## src/rtl/imem_loader_pkg.sv

```systemverilog
// Shared constants and state encoding for the
// instruction-memory loader.
package imem_loader_pkg;

  localparam int LEN_BYTES      = 2;
  localparam int BYTES_PER_WORD = 4;
  localparam int CSUM_W         = 8;

  typedef enum logic [2:0] {
    ST_IDLE   = 3'd0,
    ST_LEN_LO = 3'd1,
    ST_LEN_HI = 3'd2,
    ST_DATA   = 3'd3,
    ST_CHK    = 3'd4,
    ST_DONE   = 3'd5,
    ST_ERR    = 3'd6
  } state_e;

endpackage

```

## src/rtl/imem_loader_packer.sv

```systemverilog
// Shifts stream bytes into a little-endian word and
// flags the word for one cycle once it is complete.
module byte_packer
  import imem_loader_pkg::*;
#(
  parameter int DATA_WIDTH = 32
) (
  input  logic                  clk,
  input  logic                  clear,
  input  logic [7:0]            byte_in,
  input  logic                  byte_en,
  output logic [DATA_WIDTH-1:0] word,
  output logic                  word_valid
);

  localparam logic [1:0] LAST =
    2'(BYTES_PER_WORD - 1);

  logic [1:0] cnt_q;

  // Newest byte enters at the top so the first byte
  // ends up in [7:0].
  always_ff @(posedge clk) begin
    if (clear) begin
      cnt_q      <= '0;
      word       <= '0;
      word_valid <= 1'b0;
    end else begin
      word_valid <= byte_en && (cnt_q == LAST);
      if (byte_en) begin
        word  <= {byte_in, word[DATA_WIDTH-1:8]};
        cnt_q <= cnt_q + 2'd1;
      end
    end
  end

endmodule

```

## src/rtl/imem_loader.sv

```systemverilog
// Framed byte-stream loader for instruction memory.
// IMEM_LOADER_CHECKSUM_EN adds a trailing XOR byte.
module imem_loader
  import imem_loader_pkg::*;
#(
  parameter int DATA_WIDTH    = 32,
  parameter int ADDRESS_WIDTH = 32,
  parameter int IMEM_SIZE     = 1024
) (
  input  logic                     clk,
  input  logic                     rst,
  input  logic                     start,
  input  logic [7:0]               in_data,
  input  logic                     in_valid,
  output logic                     in_ready,
  output logic                     imem_we,
  output logic [ADDRESS_WIDTH-1:0] imem_waddr,
  output logic [DATA_WIDTH-1:0]    imem_wdata,
  output logic                     core_rst,
  output logic                     load_done,
  output logic                     load_err
);

`ifdef IMEM_LOADER_CHECKSUM_EN
  localparam state_e FIN_ST = ST_CHK;
  logic [CSUM_W-1:0] csum_q;
`else
  localparam state_e FIN_ST = ST_DONE;
`endif

  state_e      state_q, state_d;
  logic [15:0] len_q;
  logic [15:0] idx_q;
  logic [15:0] len_n;
  logic        hs;
  logic        launch;
  logic        pk_clear;
  logic        pk_en;
  logic        pk_valid;
  logic [DATA_WIDTH-1:0] pk_word;

  assign hs     = in_valid && in_ready;
  assign len_n  = {in_data, len_q[7:0]};
  assign launch = start &&
    (state_q == ST_IDLE || state_q == ST_DONE ||
     state_q == ST_ERR);

  assign pk_clear = rst || launch;
  assign pk_en    = hs && (state_q == ST_DATA);

  byte_packer #(
    .DATA_WIDTH (DATA_WIDTH)
  ) u_packer (
    .clk        (clk),
    .clear      (pk_clear),
    .byte_in    (in_data),
    .byte_en    (pk_en),
    .word       (pk_word),
    .word_valid (pk_valid)
  );

  assign in_ready =
    (state_q == ST_LEN_LO) || (state_q == ST_LEN_HI) ||
    (state_q == ST_DATA)   || (state_q == ST_CHK);
  assign imem_we    = pk_valid && (state_q == ST_DATA);
  assign imem_waddr = ADDRESS_WIDTH'({idx_q, 2'b00});
  assign imem_wdata = pk_word;
  assign core_rst   = (state_q != ST_DONE);
  assign load_done  = (state_q == ST_DONE);
  assign load_err   = (state_q == ST_ERR);

  always_comb begin
    state_d = state_q;
    unique case (state_q)
      ST_IDLE, ST_DONE, ST_ERR:
        if (start) state_d = ST_LEN_LO;
      ST_LEN_LO:
        if (hs) state_d = ST_LEN_HI;
      ST_LEN_HI:
        if (hs) begin
          if (32'(len_n) > IMEM_SIZE)
            state_d = ST_ERR;
          else if (len_n == 16'd0)
            state_d = FIN_ST;
          else
            state_d = ST_DATA;
        end
      ST_DATA:
        if (imem_we && idx_q == len_q - 16'd1)
          state_d = FIN_ST;
`ifdef IMEM_LOADER_CHECKSUM_EN
      ST_CHK:
        if (hs)
          state_d = (in_data == csum_q) ?
                    ST_DONE : ST_ERR;
`endif
      default: state_d = ST_IDLE;
    endcase
  end

  always_ff @(posedge clk) begin
    if (rst) begin
      state_q <= ST_IDLE;
      len_q   <= '0;
      idx_q   <= '0;
    end else begin
      state_q <= state_d;
      if (launch) begin
        len_q <= '0;
        idx_q <= '0;
      end else begin
        if (hs && state_q == ST_LEN_LO)
          len_q[7:0] <= in_data;
        if (hs && state_q == ST_LEN_HI)
          len_q[15:8] <= in_data;
        if (imem_we)
          idx_q <= idx_q + 16'd1;
      end
    end
  end

`ifdef IMEM_LOADER_CHECKSUM_EN
  // Covers header and payload, never the check byte.
  always_ff @(posedge clk) begin
    if (rst || launch)
      csum_q <= '0;
    else if (hs && state_q != ST_CHK)
      csum_q <= csum_q ^ in_data;
  end
`endif

endmodule
```

## config.mk

```make
export PLATFORM = sky130hd
export DESIGN_NAME = imem_loader
export DESIGN_NICKNAME = d
export VERILOG_FILES = /design/src/rtl/imem_loader_pkg.sv /design/src/rtl/imem_loader_packer.sv /design/src/rtl/imem_loader.sv
export SDC_FILE = /design/constraint.sdc
export NUM_CORES = 1
export LEC_CHECK = 0
export CAP_MARGIN = 10
export CORE_AREA = 2 2 129 99
export DETAILED_ROUTE_END_ITERATION = 10
export DIE_AREA = 0 0 131 101
export PLACE_DENSITY = 0.6
export RECOVER_POWER = 100
export SYNTH_ARGS = -nofsm -noshare
export SYNTH_HDL_FRONTEND = slang
export SYNTH_SLANG_ARGS = --single-unit
```

## constraint.sdc

```tcl
create_clock -name clk -period 3.2 [get_ports clk]
set_input_delay 0.8 -clock clk [delete_from_list [all_inputs] [get_ports clk]]
set_output_delay 0.8 -clock clk [all_outputs]
set_load 0.01 [all_outputs]
```

### Word-level counts from Yosys, hierarchy flattened

Cells that the tools add are included.

| word-level totals | value |
|---|---|
| register bits after elaboration | 70 |
| output and inout port bits | 69 |

| cells by class | value |
|---|---|
| add/subtract/negate cells | 3 |
| magnitude comparators | 1 |
| equal/unequal tests | 13 |
| muxes and demuxes | 7 |
| reductions and logical operators | 19 |

Operators with widths:

| operator | number |
|---|---|
| 3-bit two-way mux | 6 |
| 16-bit by 1-bit adder with 16-bit output, second input constant | 1 |
| 16-bit == test | 1 |
| 16-bit by 11-bit greater-than comparator with 1-bit output, second input constant | 1 |
| 16-bit zero test | 1 |
| 16-bit by 1-bit subtractor with 16-bit output, second input constant | 1 |
| 3-bit case mux with 4 select lines | 1 |
| 3-bit == test, second input constant | 3 |
| 1-bit logical AND | 8 |
| 3-bit by 2-bit == test with 1-bit output, second input constant | 2 |
| 1-bit logical OR | 6 |
| 2-bit != test, second input constant | 3 |
| 4-bit AND reduction | 1 |
| 3-bit by 1-bit == test with 1-bit output, second input constant | 1 |
| 3-bit zero test | 1 |
| 3-bit != test, second input constant | 1 |
| 3-bit OR reduction | 1 |
| 2-bit by 1-bit adder with 2-bit output, second input constant | 1 |
| 2-bit == test, second input constant | 1 |
| 2-bit by 1-bit != test with 1-bit output, second input constant | 1 |
| 2-bit OR reduction | 1 |

### Logic depth before layout (Yosys ltp)

Gate-level depths: netlist of the first run.

| logic depth | value |
|---|---|
| word-level depth | 7 |
| gate-level depth with buffers | 9 |
| gate-level depth less buffers | 9 |

### Hierarchy

Synthesis of the first run repeated with hierarchy kept, for this count alone.

| unflattened totals | value |
|---|---|
| cell total of the unflattened synthesis | 400 |
| area, all modules | 3,514.6 um2 |

By module, submodules not included:

| module | instances | cells each | area an instance (um2) | sequential area each (um2) |
|---|---|---|---|---|
| imem_loader | 1 | 287 | 2,233.4 | 700.7 |
| byte_packer | 1 | 113 | 1,281.2 | 700.7 |

### Worst setup path after synthesis of the first run

No wires, ideal clock.

| timing | value |
|---|---|
| kind | register to register |
| start point | register len_q[0] |
| end point | register state_q[1] |
| setup time | 72 ps |
| arrival time | 2,381 ps |
| slack | 748 ps |
| stages on the path, launching flop included | 10 |
| cell sequence | dfxtp_1 -> inv_1 -> ha_1 -> nor3b_4 -> nand3b_1 -> or4b_1 -> a31oi_1 -> o221ai_2 -> o31ai_4 -> mux2i_1 |

| on the way | value |
|---|---|
| cells in the longest elaborated chain, start to end | 5 |

RTL lines:

| item | RTL line | RTL |
|---|---|---|
| start, declared | imem_loader.sv:32 | `logic [15:0] len_q;` |
| start signal, assigned | imem_loader.sv:113 | `len_q[7:0] <= in_data;` |
| 16-bit by 1-bit subtractor with 16-bit output or 16-bit zero test (tied branches) | imem_loader.sv:89, imem_loader.sv:83 |  |
| 16-bit == test or 3-bit two-way mux (tied branches) | imem_loader.sv:89, imem_loader.sv:83 |  |
| 1-bit logical AND or 3-bit two-way mux (tied branches) | imem_loader.sv:89, imem_loader.sv:81 |  |
| 2-bit by 1-bit != test with 1-bit output (no source line) or 3-bit two-way mux (tied branches) | -- |  |
| 4-bit AND reduction (no source line) or 3-bit case mux with 4 select lines (tied branches) | -- |  |
| end signal, assigned | imem_loader.sv:107 | `state_q <= state_d;` |
| end, declared | imem_loader.sv:31 | `state_e state_q, state_d;` |

Several ways; a longest one is shown, not always the timed one. The select of a mux whose other input is x is not followed.
A chain may end at the register's enable or synchronous reset.

### Worst setup path after layout of the first run

| timing | value |
|---|---|
| start point | register state_q[0] |
| end point | output imem_we |

| on the way | value |
|---|---|
| cells in the longest elaborated chain, start to end | 2 |

RTL lines:

| item | RTL line | RTL |
|---|---|---|
| 3-bit by 2-bit == test with 1-bit output | imem_loader.sv:65 | `assign imem_we = pk_valid && (state_q == ST_DATA);` |
| 1-bit logical AND | imem_loader.sv:65 |  |
| end, declared | imem_loader.sv:16 | `output logic imem_we,` |

No other way between the ends.

==> results of run 1 <==
==> cells in the mapped netlist (all sizes together) (3+ instances only) <==
cell type	count	area [sq um]
a21oi	50	250.2
nand3	11	55.05
ha	3	37.54
nor2b	7	43.79
inv	6	22.52
clkbuf	18	67.56
buf	21	151.4
nor3b	3	33.78
mux2i	14	140.1
nand2	100	375.4
xor2	13	113.9
and3	4	25.02
nand3b	3	22.52
or3	10	62.56
o21ai	11	55.05
dfxtp	70	1401
nor2	37	138.9
nand4	6	37.54
nor3	8	45.04
xnor2	14	122.6
==> worst max path at each step <==
stage / endpoint / cells past startpoint
2_1_floorplan: state_q[1]$_SDFFE_PP0P_ / 9
5_1_grt: imem_we / 3
6_report: imem_we / 3
3_5_place_dp: state_q[2]$_SDFFE_PP0P_ / 6
4_1_cts: imem_we / 3
3_3_place_gp: state_q[2]$_SDFFE_PP0P_ / 6
==> cell type report <==
class / count / area share, %
multi-input cells: 343 / 42.60
well taps: 166 / 4.592
repair buffers: 70 / 14.94
flip-flops and latches: 70 / 30.98
clock buffers: 9 / 4.979
clock inverters: 6 / 1.411
inverters: 6 / 0.4979
==> flip-flops by register name, summed over array words and instances, names as in the netlist <==
| register | cells |
|---|---|
| u_packer.word | 32 |
| idx_q | 16 |
| state_q | 3 |
| u_packer.word_valid | 1 |
| len_q | 16 |
| u_packer.cnt_q | 2 |
==> worst min-delay path, stage by stage (launching register included) <==
cell and delay, ps:
sky130_fd_sc_hd__dfxtp_1 300, sky130_fd_sc_hd__nand2_1 50, sky130_fd_sc_hd__a21oi_1 50
==> per-layer routing <==
layer	up-vias	share of wire [%]
li1	1583	-
met1	1465	49
met2	61	46
met3	13	4.2
met4	0	1.4
met5	-	0
==> metrics by stage <==
step	hold WS (ps)	power (mW)	setup WS (ps)
6_report	449.1	2.438	212.7
5_1_grt	474.8	2.561	81.22
4_1_cts	456.9	2.481	282.0
3_5_place_dp	448.6	1.502	416.6
3_3_place_gp	443.1	1.489	432.5
2_1_floorplan	440.0	1.370	747.8
==> power groups by stage <==
stage | logic [mW] | registers, mW | clock network (mW)
6_report | 0.512 | 0.952 | 0.974
5_1_grt | 0.572 | 0.960 | 1.03
4_1_cts | 0.536 | 0.951 | 0.995
3_5_place_dp | 0.532 | 0.970 | 0
3_3_place_gp | 0.522 | 0.968 | 0
2_1_floorplan | 0.428 | 0.942 | 0
==> cells by family (layout without fill, tap and decap cells) <==
| group | count (synthesis) | after routing | share of synthesized area (%) |
|---|---|---|---|
| adder cells (fa/ha/maj) | 3 | 3 | 1.067 |
| multiplexers | 16 | 16 | 4.621 |
| XOR/XNOR | 27 | 27 | 6.719 |
| AO/OA/AOI/OAI | 79 | 79 | 14.11 |
| buffers and inverters | 45 | 91 | 6.861 |
| other | 1 | 16 | 0.1065 |
| AND/OR/NAND/NOR | 202 | 202 | 26.70 |
| flip-flops | 70 | 70 | 39.82 |
==> results.env, run 1 <==
CLKPWRFRAC_PCT=40.0
RUN_STATUS='completed'
PLACE_INST=655
CRIT-REG2REG-LAUNCH='len_q[0]$_SDFFE_PP0P_'
FINAL_MIN_PERIOD_OVER_CLOCK_PERIOD_PCT=93.35
DIE-WIDTH_MICRONS=131
POST_CTS.RESIZED_INSTANCES=0
GRTUSAGEMET2_PCT=21.40
DR.PASS1.ITERS=4
FINALMAXSLEWVIOLATIONS=0
YS.WARNINGS.COUNT=0
PWR_DENSITY_CELL_nW_PER_UM2=539.0
CRIT_PATH_CELL_TRACE='nor2b_1 -> and3_1 -> dlygate4sd3_1'
VIA_COUNT_OF_THE_FIRST_GLOBAL_ROUTING_PASS=2965
LAYOUT-DRIVE-GT1-SHARE_PCT=5.556
TNS_PS=0
DRT.ANTENNA.VIOLATING_NETS=0
MOST_FREQUENT_CELLS_IN_THE_LAYOUT='sky130_fd_sc_hd__nand2_1 (100), sky130_fd_sc_hd__dfxtp_1 (70), sky130_fd_sc_hd__dlygate4sd3_1 (53), sky130_fd_sc_hd__a21oi_1 (50), sky130_fd_sc_hd__nor2_1 (37)'
AREA_OF_THE_MULTI_INPUT_GATES_SQ_UM=1927
FLOORPLAN.ROWS=35
P_SW_uW=745.6
DIODES=0
CRITPATHSLOWESTCELL='sky130_fd_sc_hd__dlygate4sd3_1'
PWR-SHARE-SEQ_PCT=39.0
RSZ0062_AT_GRT='false'
GLOBALROUTEOVERFLOWTOTAL=0
INITIALDRTVIOLATIONCOUNT=160
CRIT_PATH_MAX_INCR_DELAY_PS=660
CLK_LATENCY_PS=330
MAX-CLOCK-PATH-BUFFERS=2
HOLD_PATH.STARTPOINT='u_packer.word[2]$_SDFFE_PP0P_'
CRITPATHLAUNCHTYPE='flip-flop'
FIN_WORST_SKEW_PS=6.917
POST_SYNTH_EDFFS=0
TRITONCTS='built'
WORST-ENDPOINT-ARRIVAL_PS=2190
TIMING.FINAL.HOLD_VIOLATIONS=0
CRITICAL_PATH_REQUIRED_PS=2400
POST_SYNTHESIS_SEQUENTIAL_AREA_RATIO_PCT=39.82
MAX_CAP_VIOLATIONS=0
COMB_POWER_SHARE_PCT=21.0
NETS=515
INITIAL_CORE_UTIL_PCT=29.23
FMAX_MHz=334.7
GLOBAL_ROUTE.USAGE.TOTAL_PCT=14.20
DEPTH_OF_THE_WORST_REGISTER_TO_REGISTER_PATH=9
FIRST_PASS_GRT_WIRE_LENGTH_MICRONS=14790
SETUP.WORST_PATH.START='state_q[0]$_SDFFE_PP0P_'
SYNTHESIS.AREA_PER_INSTANCE_SQ_UM=7.945
POST_LAYOUT_NONFILLER_INSTANCES=670
PLACED_WIRE_LENGTH_ESTIMATE_AFTER_DETAILED_PLACEMENT_MICRONS=6522
DESIGN.PORTCOUNT=81
H_TREE_LEVEL_COUNT=3
WIRELENGTH_MICRONS=9028
SYNTH-MAIN-FF-CELL='sky130_fd_sc_hd__dfxtp_1'
CLOCKROOTBUFFER='sky130_fd_sc_hd__clkbuf_16'
FINAL_PERIOD_MINUS_WORST_SETUP_SLACK_PS=2987
SYNTH_SEQ_CELLS=70
AREA_OF_THE_PLACEABLE_CORE_SQ_UM=12040
IO_BUFFER_COUNT=64
TIMING_WORST_SETUP_PATH_TYPE='flip-flop to output pin'
WORST_IR_DROP_VDD_mV=0.1913
LAYOUT_COMMONEST_CELL='sky130_fd_sc_hd__nand2_1'
CTS_HOLD_BUF=0
AREA_GROWTH_FROM_SYNTHESIS_TO_LAYOUT_PCT=28.51
POST-ROUTE-DRC-COUNT=0
PLACED_AREA_SQ_UM=4264
POST_SYNTHESIS_ASYNC_SET_OR_RESET_FLOP_SHARE_PCT=0
CLK_PIN_SLEW_PS=60
POWER.SWITCHING_FRACTION_PCT=30.58
INITIAL_ANTENNA_VIOLATION_COUNT=0
P_LEAK_nW=1.708
GRT.MET1_USAGE_PCT=19.60
WORST_SLEW_MARGIN_REL_PCT=34.81
REGISTER_AREA_SQ_UM=1401
WORST_SLEW_PIN_SLEW_PS=977.8
POST_SYNTH_INSTANCE_AREA_SQ_UM=3520
HOLDPATHSTAGES=2
NETLIST-CELL-TYPE-COUNT=50
SYNTHESIS.INSTANCES=443
GLOBALROUTE.BUSIESTLAYER='met2'
FINALSETUPVIOLCOUNT=0
GP_CONGESTION=0.8292
FINAL_CELL_AREA_SQ_UM=4523
P_INT_mW=1.693
LAYOUT.CORE_UTILIZATION_PCT=37.56
HOLD_PATH_CLASS='flip-flop to flip-flop'
CRIT_END_ELEMENT='output pin'
GRT_USE_MET3_PCT=3.981
GRT_START_MAX_NET_PINS=34
AVGROUTEDWIREPERCELL_MICRONS=13.47
CRITICAL_PATH.REG2REG.ENDPOINT='state_q[1]$_SDFFE_PP0P_'
WORST_HOLD_PATH.ENDPOINT='u_packer.word[2]$_SDFFE_PP0P_'
NUM-FILL-CELLS=1219
DIE_BOUNDARY_HEIGHT_MICRONS=101
CLOCK_BUFFERS_CREATED_BY_TRITONCTS=9
CP_MAX_FO=8
ROUTED-VIA-COUNT=3122
CTS.REPAIR_TIMING.SETUP_BUFFER_COUNT=0
CP_NUM_BUF_INV=1
CRIT_FAMILY='simple AND/OR/NAND/NOR gates'
DIE-AREA_SQ_UM=13230
CTS.SINK_COUNT=70
R2R_SLACK_PS=350
VIAS_PER_CELL=4.660
Note: power is estimated with default switching activity, not from simulation.
==> run 2: changes to the inputs <==
--- a/config.mk
+++ b/config.mk
@@ -11,6 +11,7 @@
 export DIE_AREA = 0 0 131 101
 export PLACE_DENSITY = 0.6
 export RECOVER_POWER = 100
+export SLEW_MARGIN = 20
 export SYNTH_ARGS = -nofsm -noshare
 export SYNTH_HDL_FRONTEND = slang
 export SYNTH_SLANG_ARGS = --single-unit
==> constraint.sdc (replaced) <==
create_clock -name clk -period 2.8 [get_ports clk]
set_input_delay 0.7 -clock clk [delete_from_list [all_inputs] [get_ports clk]]
set_output_delay 0.7 -clock clk [all_outputs]
set_load 0.01 [all_outputs]
==> results.env, run 2 (synthesis results as in run 1) <==
RUN_STATUS='completed'  # unchanged
CRITPATHLAUNCHTYPE='flip-flop'  # unchanged
DEPTH_OF_THE_WORST_REGISTER_TO_REGISTER_PATH=9  # unchanged
CP_MAX_FO=9  # was 8
FINALSETUPVIOLCOUNT=0  # unchanged
DIODES=0  # unchanged
MAX_CAP_VIOLATIONS=0  # unchanged
PWR_DENSITY_CELL_nW_PER_UM2=629.1  # was 539.0 nW/um^2
TIMING_WORST_SETUP_PATH_TYPE='flip-flop to output pin'  # unchanged
R2R_SLACK_PS=150  # was 350 ps
HOLDPATHSTAGES=2  # unchanged
FINAL_PERIOD_MINUS_WORST_SETUP_SLACK_PS=2656
DIE-WIDTH_MICRONS=131  # unchanged
DR.PASS1.ITERS=5  # was 4
DESIGN.PORTCOUNT=81  # unchanged
CTS.SINK_COUNT=70  # unchanged
TNS_PS=0  # unchanged
CRITICAL_PATH_REQUIRED_PS=2100  # was 2400 ps
TRITONCTS='built'  # unchanged
FLOORPLAN.ROWS=35  # unchanged
INITIAL_CORE_UTIL_PCT=29.23  # unchanged
DIE_BOUNDARY_HEIGHT_MICRONS=101  # unchanged
TIMING.FINAL.HOLD_VIOLATIONS=0  # unchanged
DIE-AREA_SQ_UM=13230  # unchanged
P_LEAK_nW=1.743  # was 1.708 nW
FINAL_MIN_PERIOD_OVER_CLOCK_PERIOD_PCT=94.84
POST-ROUTE-DRC-COUNT=0  # unchanged
CLK_PIN_SLEW_PS=60  # about the same
PLACED_WIRE_LENGTH_ESTIMATE_AFTER_DETAILED_PLACEMENT_MICRONS=6525  # was 6522 microns
AREA_OF_THE_PLACEABLE_CORE_SQ_UM=12040  # unchanged
RSZ0062_AT_GRT='false'  # unchanged
FIRST_PASS_GRT_WIRE_LENGTH_MICRONS=14590  # was 14790 microns
FMAX_MHz=376.6
VIA_COUNT_OF_THE_FIRST_GLOBAL_ROUTING_PASS=2898  # was 2965
MAX_FFS_PER_REGISTER=32  # unchanged
WORST_SLEW_MARGIN_REL_PCT=50.80  # was 34.81%
H_TREE_LEVEL_COUNT=3  # unchanged
WIRELENGTH_MICRONS=9106  # was 9028 microns
INITIALDRTVIOLATIONCOUNT=178  # was 160
CLOCKROOTBUFFER='sky130_fd_sc_hd__clkbuf_16'  # unchanged
LAYOUT_COMMONEST_CELL='sky130_fd_sc_hd__nand2_1'  # unchanged
GLOBALROUTEOVERFLOWTOTAL=0  # unchanged
GRT_START_MAX_NET_PINS=49  # was 34
LAYOUT-DRIVE-GT1-SHARE_PCT=7.269  # was 5.556%
VIAS_PER_CELL=4.748  # was 4.660
FINAL_CELL_AREA_SQ_UM=4603  # was 4523 sq um
FINALMAXSLEWVIOLATIONS=0  # unchanged
CLK_LATENCY_PS=340  # was 330 ps
PLACED_AREA_SQ_UM=4287  # was 4264 sq um
IO_BUFFER_COUNT=64  # unchanged
MAX-CLOCK-PATH-BUFFERS=2  # unchanged
AVGROUTEDWIREPERCELL_MICRONS=13.49  # was 13.47 microns
WORST_SLEW_PIN_SLEW_PS=737.9  # was 977.8 ps
FIN_WORST_SKEW_PS=5.777  # was 6.917 ps
GP_CONGESTION=0.7866  # was 0.8292
WORST-ENDPOINT-ARRIVAL_PS=1960  # was 2190 ps
WORST_IR_DROP_VDD_mV=0.2839  # was 0.1913 mV
CLOCK_BUFFERS_CREATED_BY_TRITONCTS=9  # unchanged
CRIT_END_ELEMENT='output pin'  # unchanged
NETS=519  # was 515
TOP_REGS='u_packer.word: 32 flops, idx_q: 16 flops, len_q: 16 flops'  # unchanged
ROUTED-VIA-COUNT=3205  # was 3122
INITIAL_ANTENNA_VIOLATION_COUNT=0  # unchanged
GLOBAL_ROUTE.USAGE.TOTAL_PCT=13.96  # was 14.20%
AREA_GROWTH_FROM_SYNTHESIS_TO_LAYOUT_PCT=30.79  # was 28.51%
CTS_HOLD_BUF=0  # unchanged
HOLD_PATH_CLASS='flip-flop to flip-flop'  # unchanged
DRT.ANTENNA.VIOLATING_NETS=0  # unchanged
MAX_FLOP_REGISTER='u_packer.word'  # unchanged
MOST_FREQUENT_CELLS_IN_THE_LAYOUT='sky130_fd_sc_hd__nand2_1 (100), sky130_fd_sc_hd__dfxtp_1 (70), sky130_fd_sc_hd__a21oi_1 (50), sky130_fd_sc_hd__dlygate4sd3_1 (50), sky130_fd_sc_hd__nor2_1 (37)'  # was sky130_fd_sc_hd__nand2_1 (100), sky130_fd_sc_hd__dfxtp_1 (70), sky130_fd_sc_hd__dlygate4sd3_1 (53), sky130_fd_sc_hd__a21oi_1 (50), sky130_fd_sc_hd__nor2_1 (37)
-- run 2: routing by layer --
layer | part of all wire [%] | track usage (%) | routed length, microns | vias up
li1 | - | - | - | 1597
met1 | 49 | 20.06 | 4452 | 1519
met2 | 45 | 20.61 | 4124 | 84
met3 | 5.0 | 3.609 | 453 | 5
met4 | 0.83 | 3.764 | 76 | 0
met5 | 0 | 0 | 0 | -
-- run 2: final timing paths --
kind / endpoint / from
worst min register to register: u_packer.word[4]$_SDFFE_PP0P_ / u_packer.word[4]$_SDFFE_PP0P_
worst max-delay path: load_err / state_q[1]$_SDFFE_PP0P_
worst max register to register: state_q[2]$_SDFFE_PP0P_ / len_q[0]$_SDFFE_PP0P_
worst min-delay path: u_packer.word[4]$_SDFFE_PP0P_ / u_packer.word[4]$_SDFFE_PP0P_
-- run 2: per-stage QoR --
step | hold slack, ps | total power, mW | worst slack [ps] | cells | util, %
after floorplan | 440.0 | 1.566 | 347.8 | 458 | -
after global placement | 443.5 | 1.723 | 140.1 | 658 | 35.59
after detailed placement | 452.4 | 1.734 | 112.4 | 658 | 35.59
after CTS | 462.7 | 2.907 | 99.39 | 674 | 38.15
after global routing | 476.8 | 3.031 | 30.34 | 675 | 38.22
final | 455.6 | 2.896 | 144.5 | 675 | 38.22
-- run 2: worst max-delay path, cell delays in order, from the launching register on --
cell                              delay (ps)
sky130_fd_sc_hd__dfxtp_1                 490
sky130_fd_sc_hd__nor2b_1                 410
sky130_fd_sc_hd__and2_0                  180
sky130_fd_sc_hd__clkdlybuf4s50_1         530
-- run 2: area by class of cell --
cell class | count | area [sq um]
clock buffers | 9 | 225.2
clock inverters | 7 | 81.33
fillers | 1239 | 7440
inverters | 6 | 22.52
multi-input cells | 343 | 1937
flip-flops and latches | 70 | 1401
well taps | 166 | 207.7
repair buffers | 74 | 728.2
-- run 2: report_power, final --
group          total (mW)  internal (mW)  switching, mW
Clock                1.18          0.700          0.475
Combinational       0.643          0.265          0.378
Sequential           1.08           1.03         0.0507
Total                2.90           1.99          0.904
-- run 2: what timing repair did --
item                       4_1_cts  5_1_grt
buffers inserted                 0        1
setup endpoints to repair        1        3
hold endpoints to repair         0        0
resized for setup                1        1
==> run 3: changes to the inputs <==
==> constraint.sdc (replaced) <==
create_clock -name clk -period 3.05 [get_ports clk]
set_input_delay 0.7625 -clock clk [delete_from_list [all_inputs] [get_ports clk]]
set_output_delay 0.7625 -clock clk [all_outputs]
set_load 0.01 [all_outputs]
==> results.env, run 3 (synthesis results as in run 1) <==
AREA_OF_THE_PLACEABLE_CORE_SQ_UM=12040  # unchanged
DR.PASS1.ITERS=4  # was 5
POST_CTS.RESIZED_INSTANCES=0  # was 1
MAX-CLOCK-PATH-BUFFERS=2  # unchanged
MAX_FFS_PER_REGISTER=32  # unchanged
DESIGN.PORTCOUNT=81  # unchanged
VIAS_PER_CELL=4.724  # was 4.748
PLACED_WIRE_LENGTH_ESTIMATE_AFTER_DETAILED_PLACEMENT_MICRONS=6971  # was 6525 microns
PWR_DENSITY_CELL_nW_PER_UM2=567.9  # was 629.1 nW/um^2
CP_MAX_FO=8  # was 9
HOLD_PATH_CLASS='flip-flop to flip-flop'  # unchanged
CRITICAL_PATH_REQUIRED_PS=2290  # was 2100 ps
CRIT_PATH_CELL_TRACE='nor2b_1 -> and3_1 -> clkdlybuf4s50_1'  # was nor2b_1 -> and2_0 -> clkdlybuf4s50_1
CRITPATHLAUNCHTYPE='flip-flop'  # unchanged
CTS.SINK_COUNT=70  # unchanged
FINAL_MIN_PERIOD_OVER_CLOCK_PERIOD_PCT=95.12
INITIAL_ANTENNA_VIOLATION_COUNT=0  # unchanged
WORST-ENDPOINT-ARRIVAL_PS=2140  # was 1960 ps
SETUP.WORST_PATH.START='state_q[0]$_SDFFE_PP0P_'  # was state_q[1]$_SDFFE_PP0P_
GP_CONGESTION=0.8334  # was 0.7866
GRT_USE_MET3_PCT=3.556  # was 3.609%
INITIALDRTVIOLATIONCOUNT=184  # was 178
INITIAL_CORE_UTIL_PCT=29.23  # unchanged
POWER.TOTAL_mW=2.593  # was 2.896 mW
CTS.REPAIR_TIMING.SETUP_BUFFER_COUNT=0  # unchanged
WORST_SLEW_MARGIN_REL_PCT=31.11  # was 50.80%
FINALSETUPVIOLCOUNT=0  # unchanged
CRIT_END_ELEMENT='output pin'  # unchanged
DIE_BOUNDARY_HEIGHT_MICRONS=101  # unchanged
RSZ0062_AT_GRT='false'  # unchanged
ROUTED-VIA-COUNT=3170  # was 3205
COMB_POWER_SHARE_PCT=22.2  # about the same
DIE-WIDTH_MICRONS=131  # unchanged
GRT.MET1_USAGE_PCT=19.94  # was 20.06%
AVGROUTEDWIREPERCELL_MICRONS=13.99  # was 13.49 microns
P_LEAK_nW=1.738  # was 1.743 nW
TIMING.FINAL.HOLD_VIOLATIONS=0  # unchanged
RUN_STATUS='completed'  # unchanged
DIODES=0  # unchanged
LAYOUT-DRIVE-GT1-SHARE_PCT=5.941  # was 7.269%
CLOCKROOTBUFFER='sky130_fd_sc_hd__clkbuf_16'  # unchanged
FINAL_PERIOD_MINUS_WORST_SETUP_SLACK_PS=2901
CRITPATHSLOWESTCELL='sky130_fd_sc_hd__clkdlybuf4s50_1'  # unchanged
VIA_COUNT_OF_THE_FIRST_GLOBAL_ROUTING_PASS=3050  # was 2898
AREA_GROWTH_FROM_SYNTHESIS_TO_LAYOUT_PCT=29.72  # was 30.79%
TIMING.CRITICAL_PATH.TO='imem_we'  # was load_err
WORST_IR_DROP_VDD_mV=0.2699  # was 0.2839 mV
P_SW_uW=775.5  # was 903.8 uW
CLKPWRFRAC_PCT=39.4  # was 40.6%
TRITONCTS='built'  # unchanged
CRIT-REG2REG-LAUNCH='len_q[0]$_SDFFE_PP0P_'  # unchanged
CRIT_FAMILY='simple AND/OR/NAND/NOR gates'  # unchanged
WORST_SLEW_PIN_SLEW_PS=1033  # was 737.9 ps
PWR-SHARE-SEQ_PCT=38.4  # was 37.2%
FLOORPLAN.ROWS=35  # unchanged
CLK_LATENCY_PS=330  # was 340 ps
TIMING.FINAL.WS_SETUP_PS=148.8  # was 144.5 ps
FINALMAXSLEWVIOLATIONS=0  # unchanged
CP_NUM_BUF_INV=1  # unchanged
CLOCK_BUFFERS_CREATED_BY_TRITONCTS=9  # unchanged
DRT.ANTENNA.VIOLATING_NETS=0  # unchanged
TNS_PS=0  # unchanged
P_INT_mW=1.817  # was 1.992 mW
R2R_SLACK_PS=220  # was 150 ps
CTS_HOLD_BUF=0  # unchanged
DEPTH_OF_THE_WORST_REGISTER_TO_REGISTER_PATH=9  # unchanged
MOST_FREQUENT_CELLS_IN_THE_LAYOUT='sky130_fd_sc_hd__nand2_1 (100), sky130_fd_sc_hd__dfxtp_1 (70), sky130_fd_sc_hd__dlygate4sd3_1 (51), sky130_fd_sc_hd__a21oi_1 (50), sky130_fd_sc_hd__nor2_1 (37)'  # was sky130_fd_sc_hd__nand2_1 (100), sky130_fd_sc_hd__dfxtp_1 (70), sky130_fd_sc_hd__a21oi_1 (50), sky130_fd_sc_hd__dlygate4sd3_1 (50), sky130_fd_sc_hd__nor2_1 (37)
GLOBALROUTEOVERFLOWTOTAL=0  # unchanged
CRIT_PATH_MAX_INCR_DELAY_PS=610  # was 530 ps
POST-ROUTE-DRC-COUNT=0  # unchanged
HOLD_PATH.STARTPOINT='u_packer.word[5]$_SDFFE_PP0P_'  # was u_packer.word[4]$_SDFFE_PP0P_
IO_BUFFER_COUNT=64  # unchanged
GLOBALROUTE.BUSIESTLAYER='met2'  # unchanged
DIE-AREA_SQ_UM=13230  # unchanged
GRT_START_MAX_NET_PINS=34  # was 49
PLACE_INST=656  # was 658
TIMING_WORST_SETUP_PATH_TYPE='flip-flop to output pin'  # unchanged
NETS=516  # was 519
DETAILEDPLACE.WORSTSLACK_PS=277.9  # was 112.4 ps
LAYOUT_COMMONEST_CELL='sky130_fd_sc_hd__nand2_1'  # unchanged
MAX_CAP_VIOLATIONS=0  # unchanged
H_TREE_LEVEL_COUNT=3  # unchanged
FMAX_MHz=344.7
POWER.SWITCHING_FRACTION_PCT=29.91  # was 31.21%
CRITICAL_PATH.REG2REG.ENDPOINT='state_q[1]$_SDFFE_PP0P_'  # was state_q[2]$_SDFFE_PP0P_
GRTUSAGEMET2_PCT=22.64  # was 20.61%
TOP_REGS='u_packer.word: 32 flops, idx_q: 16 flops, len_q: 16 flops'  # unchanged
FIN_WORST_SKEW_PS=4.754  # was 5.777 ps
FIRST_PASS_GRT_WIRE_LENGTH_MICRONS=15150  # was 14590 microns
CLK_PIN_SLEW_PS=60  # about the same
WIRELENGTH_MICRONS=9390  # was 9106 microns
MAX_FLOP_REGISTER='u_packer.word'  # unchanged
GLOBAL_ROUTE.USAGE.TOTAL_PCT=14.69  # was 13.96%
STAGES_ON_THE_WORST_SETUP_PATH=3  # unchanged
POST_LAYOUT_NONFILLER_INSTANCES=671  # was 675
## run 3: worst min path at each step
stage                                     endpoint  slack [ps]  depth (start not counted)
floorplan           u_packer.cnt_q[1]$_SDFFE_PP0P_         440                          2
global placement     u_packer.word[0]$_SDFFE_PP0P_         440                          2
detailed placement   u_packer.word[5]$_SDFFE_PP0P_         450                          2
CTS                  u_packer.word[5]$_SDFFE_PP0P_         460                          2
global route         u_packer.word[5]$_SDFFE_PP0P_         490                          2
finish               u_packer.word[5]$_SDFFE_PP0P_         450                          2
## run 3: through the flow
step / utilization, % / hold WS [ps] / instance area, sq um
final: 37.91 / 451.6 / 4566
after global routing: 37.91 / 488.2 / 4566
after CTS: 37.97 / 455.3 / 4573
after detailed placement: 35.57 / 447.6 / 4284
after global placement: 35.57 / 444.6 / 4284
after floorplan: - / 440.0 / 3576
## run 3: power groups by stage
| stage | logic [mW] | registers, mW | clock network, mW |
|---|---|---|---|
| 4_1_cts | 0.584 | 0.994 | 1.04 |
| 3_3_place_gp | 0.563 | 1.01 | 0 |
| 5_1_grt | 0.642 | 1.00 | 1.08 |
| 6_report | 0.575 | 0.995 | 1.02 |
| 2_1_floorplan | 0.449 | 0.988 | 0 |
| 3_5_place_dp | 0.581 | 1.01 | 0 |
## run 3: routing by layer
metal	share of wire, %	vias to the layer above
met5	0	-
met4	1.4	0
met3	3.2	9
met2	47	56
met1	48	1521
li1	-	1584
## run 3: area by class of cell
| type | instances | area (sq um) |
|---|---|---|
| Inverter | 6 | 22.52 |
| Clock buffer | 10 | 239.0 |
| Timing Repair Buffer | 71 | 718.2 |
| Clock inverter | 5 | 50.05 |
| Tap cell | 166 | 207.7 |
| Multi-Input combinational cell | 343 | 1927 |
| Fill cell | 1195 | 7477 |
| Sequential cell | 70 | 1401 |
## run 3: worst reg2reg max path, cell delays in order (launching register included)
cell	delay [ps]
sky130_fd_sc_hd__dfxtp_1	360
sky130_fd_sc_hd__inv_1	80
sky130_fd_sc_hd__ha_1	200
sky130_fd_sc_hd__nor3b_4	360
sky130_fd_sc_hd__nand3b_1	240
sky130_fd_sc_hd__or4b_1	550
sky130_fd_sc_hd__a31oi_1	180
sky130_fd_sc_hd__o221ai_1	200
sky130_fd_sc_hd__o31ai_4	360
sky130_fd_sc_hd__mux2i_1	230
==> RTL edit: new RTL, config.mk and constraints of run 3 <==
Change the parameter `ADDRESS_WIDTH` from 32 to 40.
--- a/src/rtl/imem_loader.sv
+++ b/src/rtl/imem_loader.sv
@@ -4,7 +4,7 @@
   import imem_loader_pkg::*;
 #(
   parameter int DATA_WIDTH    = 32,
-  parameter int ADDRESS_WIDTH = 32,
+  parameter int ADDRESS_WIDTH = 40,
   parameter int IMEM_SIZE     = 1024
 ) (
   input  logic                     clk,
Interface: changed (resized imem_waddr); port bits go from 81 to 89. The function was not compared with the original's and may differ.
==> RTL edit against run 3 <==
Synthesized area rose by 1.7%. Sequential cell count unchanged. First-iteration DRC count fell by 2.7%. Routed wire length down 2.0%. Power up 0.41%. Sequential power about the same. Worst setup slack got worse by 17 ps. Design area is essentially flat. Critical path type unchanged.
==> RTL edit: results (changes against run 3) <==
* Post-synthesis sequential area ratio at 0.391 (-0.00668)
* RePlAce Congestion at 0.777 (-6.7%)
* Port buffer count at 64 (unchanged)
* CP arrival at 2160 ps (+20 ps)
* Net Sw Frac at 0.313 (+0.0141)
* Clk slew on worst S/H paths at 60 ps (about the same)
* Worst slack, placed at 274 ps (-4.36 ps)
* Placed Cells incl. Taps at 663 (+1.1%)
* Top cells by count, synth: 100 x nand2_1, 70 x dfxtp_1, 50 x a21oi_1
* Post-CTS Setup Repair Bufs at 0 (unchanged)
* Clock buffer depth at 2 (unchanged)
* H-tree Lvls at 3 (unchanged)
* First-pass GRT wire length at 14800 microns (-2.4%)
* Hold Path Class: flip-flop to flip-flop
* Drt wl/cell at 13.6 microns (-3.2%)
* Number of global-route vias before repair at 3056 (+0.20%)
* Layout cells sized above 1 at 0.0585 (-0.000926)
* Overall routing resource usage at 0.141 (-0.00538)
* Pin count of the biggest net entering global routing at 35 (+2.9%)
* Initial DRC Count at 179 (-2.7%)
* Leakage power total at 1.74 nW (about the same)
* Crit-path slowest cell: clkdlybuf4s50_1
* Max Clock Skew at 7.52 ps (+2.77 ps)
* Slew HR at 0.467 (+0.156)
* Syn avg cell area at 7.94 sq um (about the same)
* Synth area leaders: dfxtp_1 39%, nand2_1 10%, a21oi_1 7.0%
* Leading registers by flop count: u_packer.word: 32 flops, idx_q: 16 flops, len_q: 16 flops
* Root Buffer: clkbuf_16
* Fillcell total at 1237 (+3.5%)
* Async set or reset register ratio after synthesis at 0 (unchanged)
* Placed instance area at 4310 sq um (+0.53%)
* Non-Filler Instances at 679 (+1.2%)
* Nets at 523 (+1.4%)
* Resized Gates After CTS at 0 (unchanged)
* Outcome: finished, final reports clean
* Count leader, synth: nand2_1
* Most used DFF post-synth: dfxtp_1
* Total number of vias at 3186 (+0.50%)
* Inserted Clock Buffers at 9 (unchanged)
* Post-DP HPWL at 6670 microns (-4.3%)
* Peak VDD IR at 0.000248 V (-8.1%)
-- RTL edit: changes by cell type after synthesis --
cell          run 3  this run
buf_4            17        25
-- RTL edit: cell families after synthesis --
kind of cell,count (synthesis),synth area share
simple gates,202,0.262
compound gates,79,0.139
flops,70,0.391
buf+inv,53,0.0842
xor+xnor,27,0.0661
mux,16,0.0454
fa+ha+maj,3,0.0105
other cells,1,0.00105
-- RTL edit: layer usage --
layer / vias up / routed length (microns) / track usage
li1: 1600 / - / -
met1: 1490 / 4330 / 0.189
met2: 81 / 4190 / 0.217
met3: 15 / 534 / 0.0414
met4: 0 / 148 / 0.0507
met5: - / 0 / 0
-- RTL edit: layout make-up --
type	instances	area, sq um	area share
Clock buffer	9	225	0.0493
Inverter	6	22.5	0.00493
Multi-Input combinational cell	351	1960	0.428
Timing Repair Buffer	70	681	0.149
Clock inverter	7	75.1	0.0164
Tap cell	166	208	0.0455
Sequential cell	70	1400	0.307
-- RTL edit: worst paths after layout --
kind,from,end,slack [ps],cells after the start
max,state_q[0]$_SDFFE_PP0P_,imem_we,130,3
min,u_packer.word[3]$_SDFFE_PP0P_,u_packer.word[3]$_SDFFE_PP0P_,450,2
max reg2reg,len_q[0]$_SDFFE_PP0P_,state_q[2]$_SDFFE_PP0P_,250,9
min reg2reg,u_packer.word[3]$_SDFFE_PP0P_,u_packer.word[3]$_SDFFE_PP0P_,450,2
-- RTL edit: power groups by stage --
stage               clock [mW]  combinational, mW  sequential, mW
CTS                       1.08              0.582           0.993
floorplan                    0              0.461           0.988
finish                    1.06              0.550           0.995
global route              1.12              0.611            1.00
global placement             0              0.565            1.01
detailed placement           0              0.579            1.01
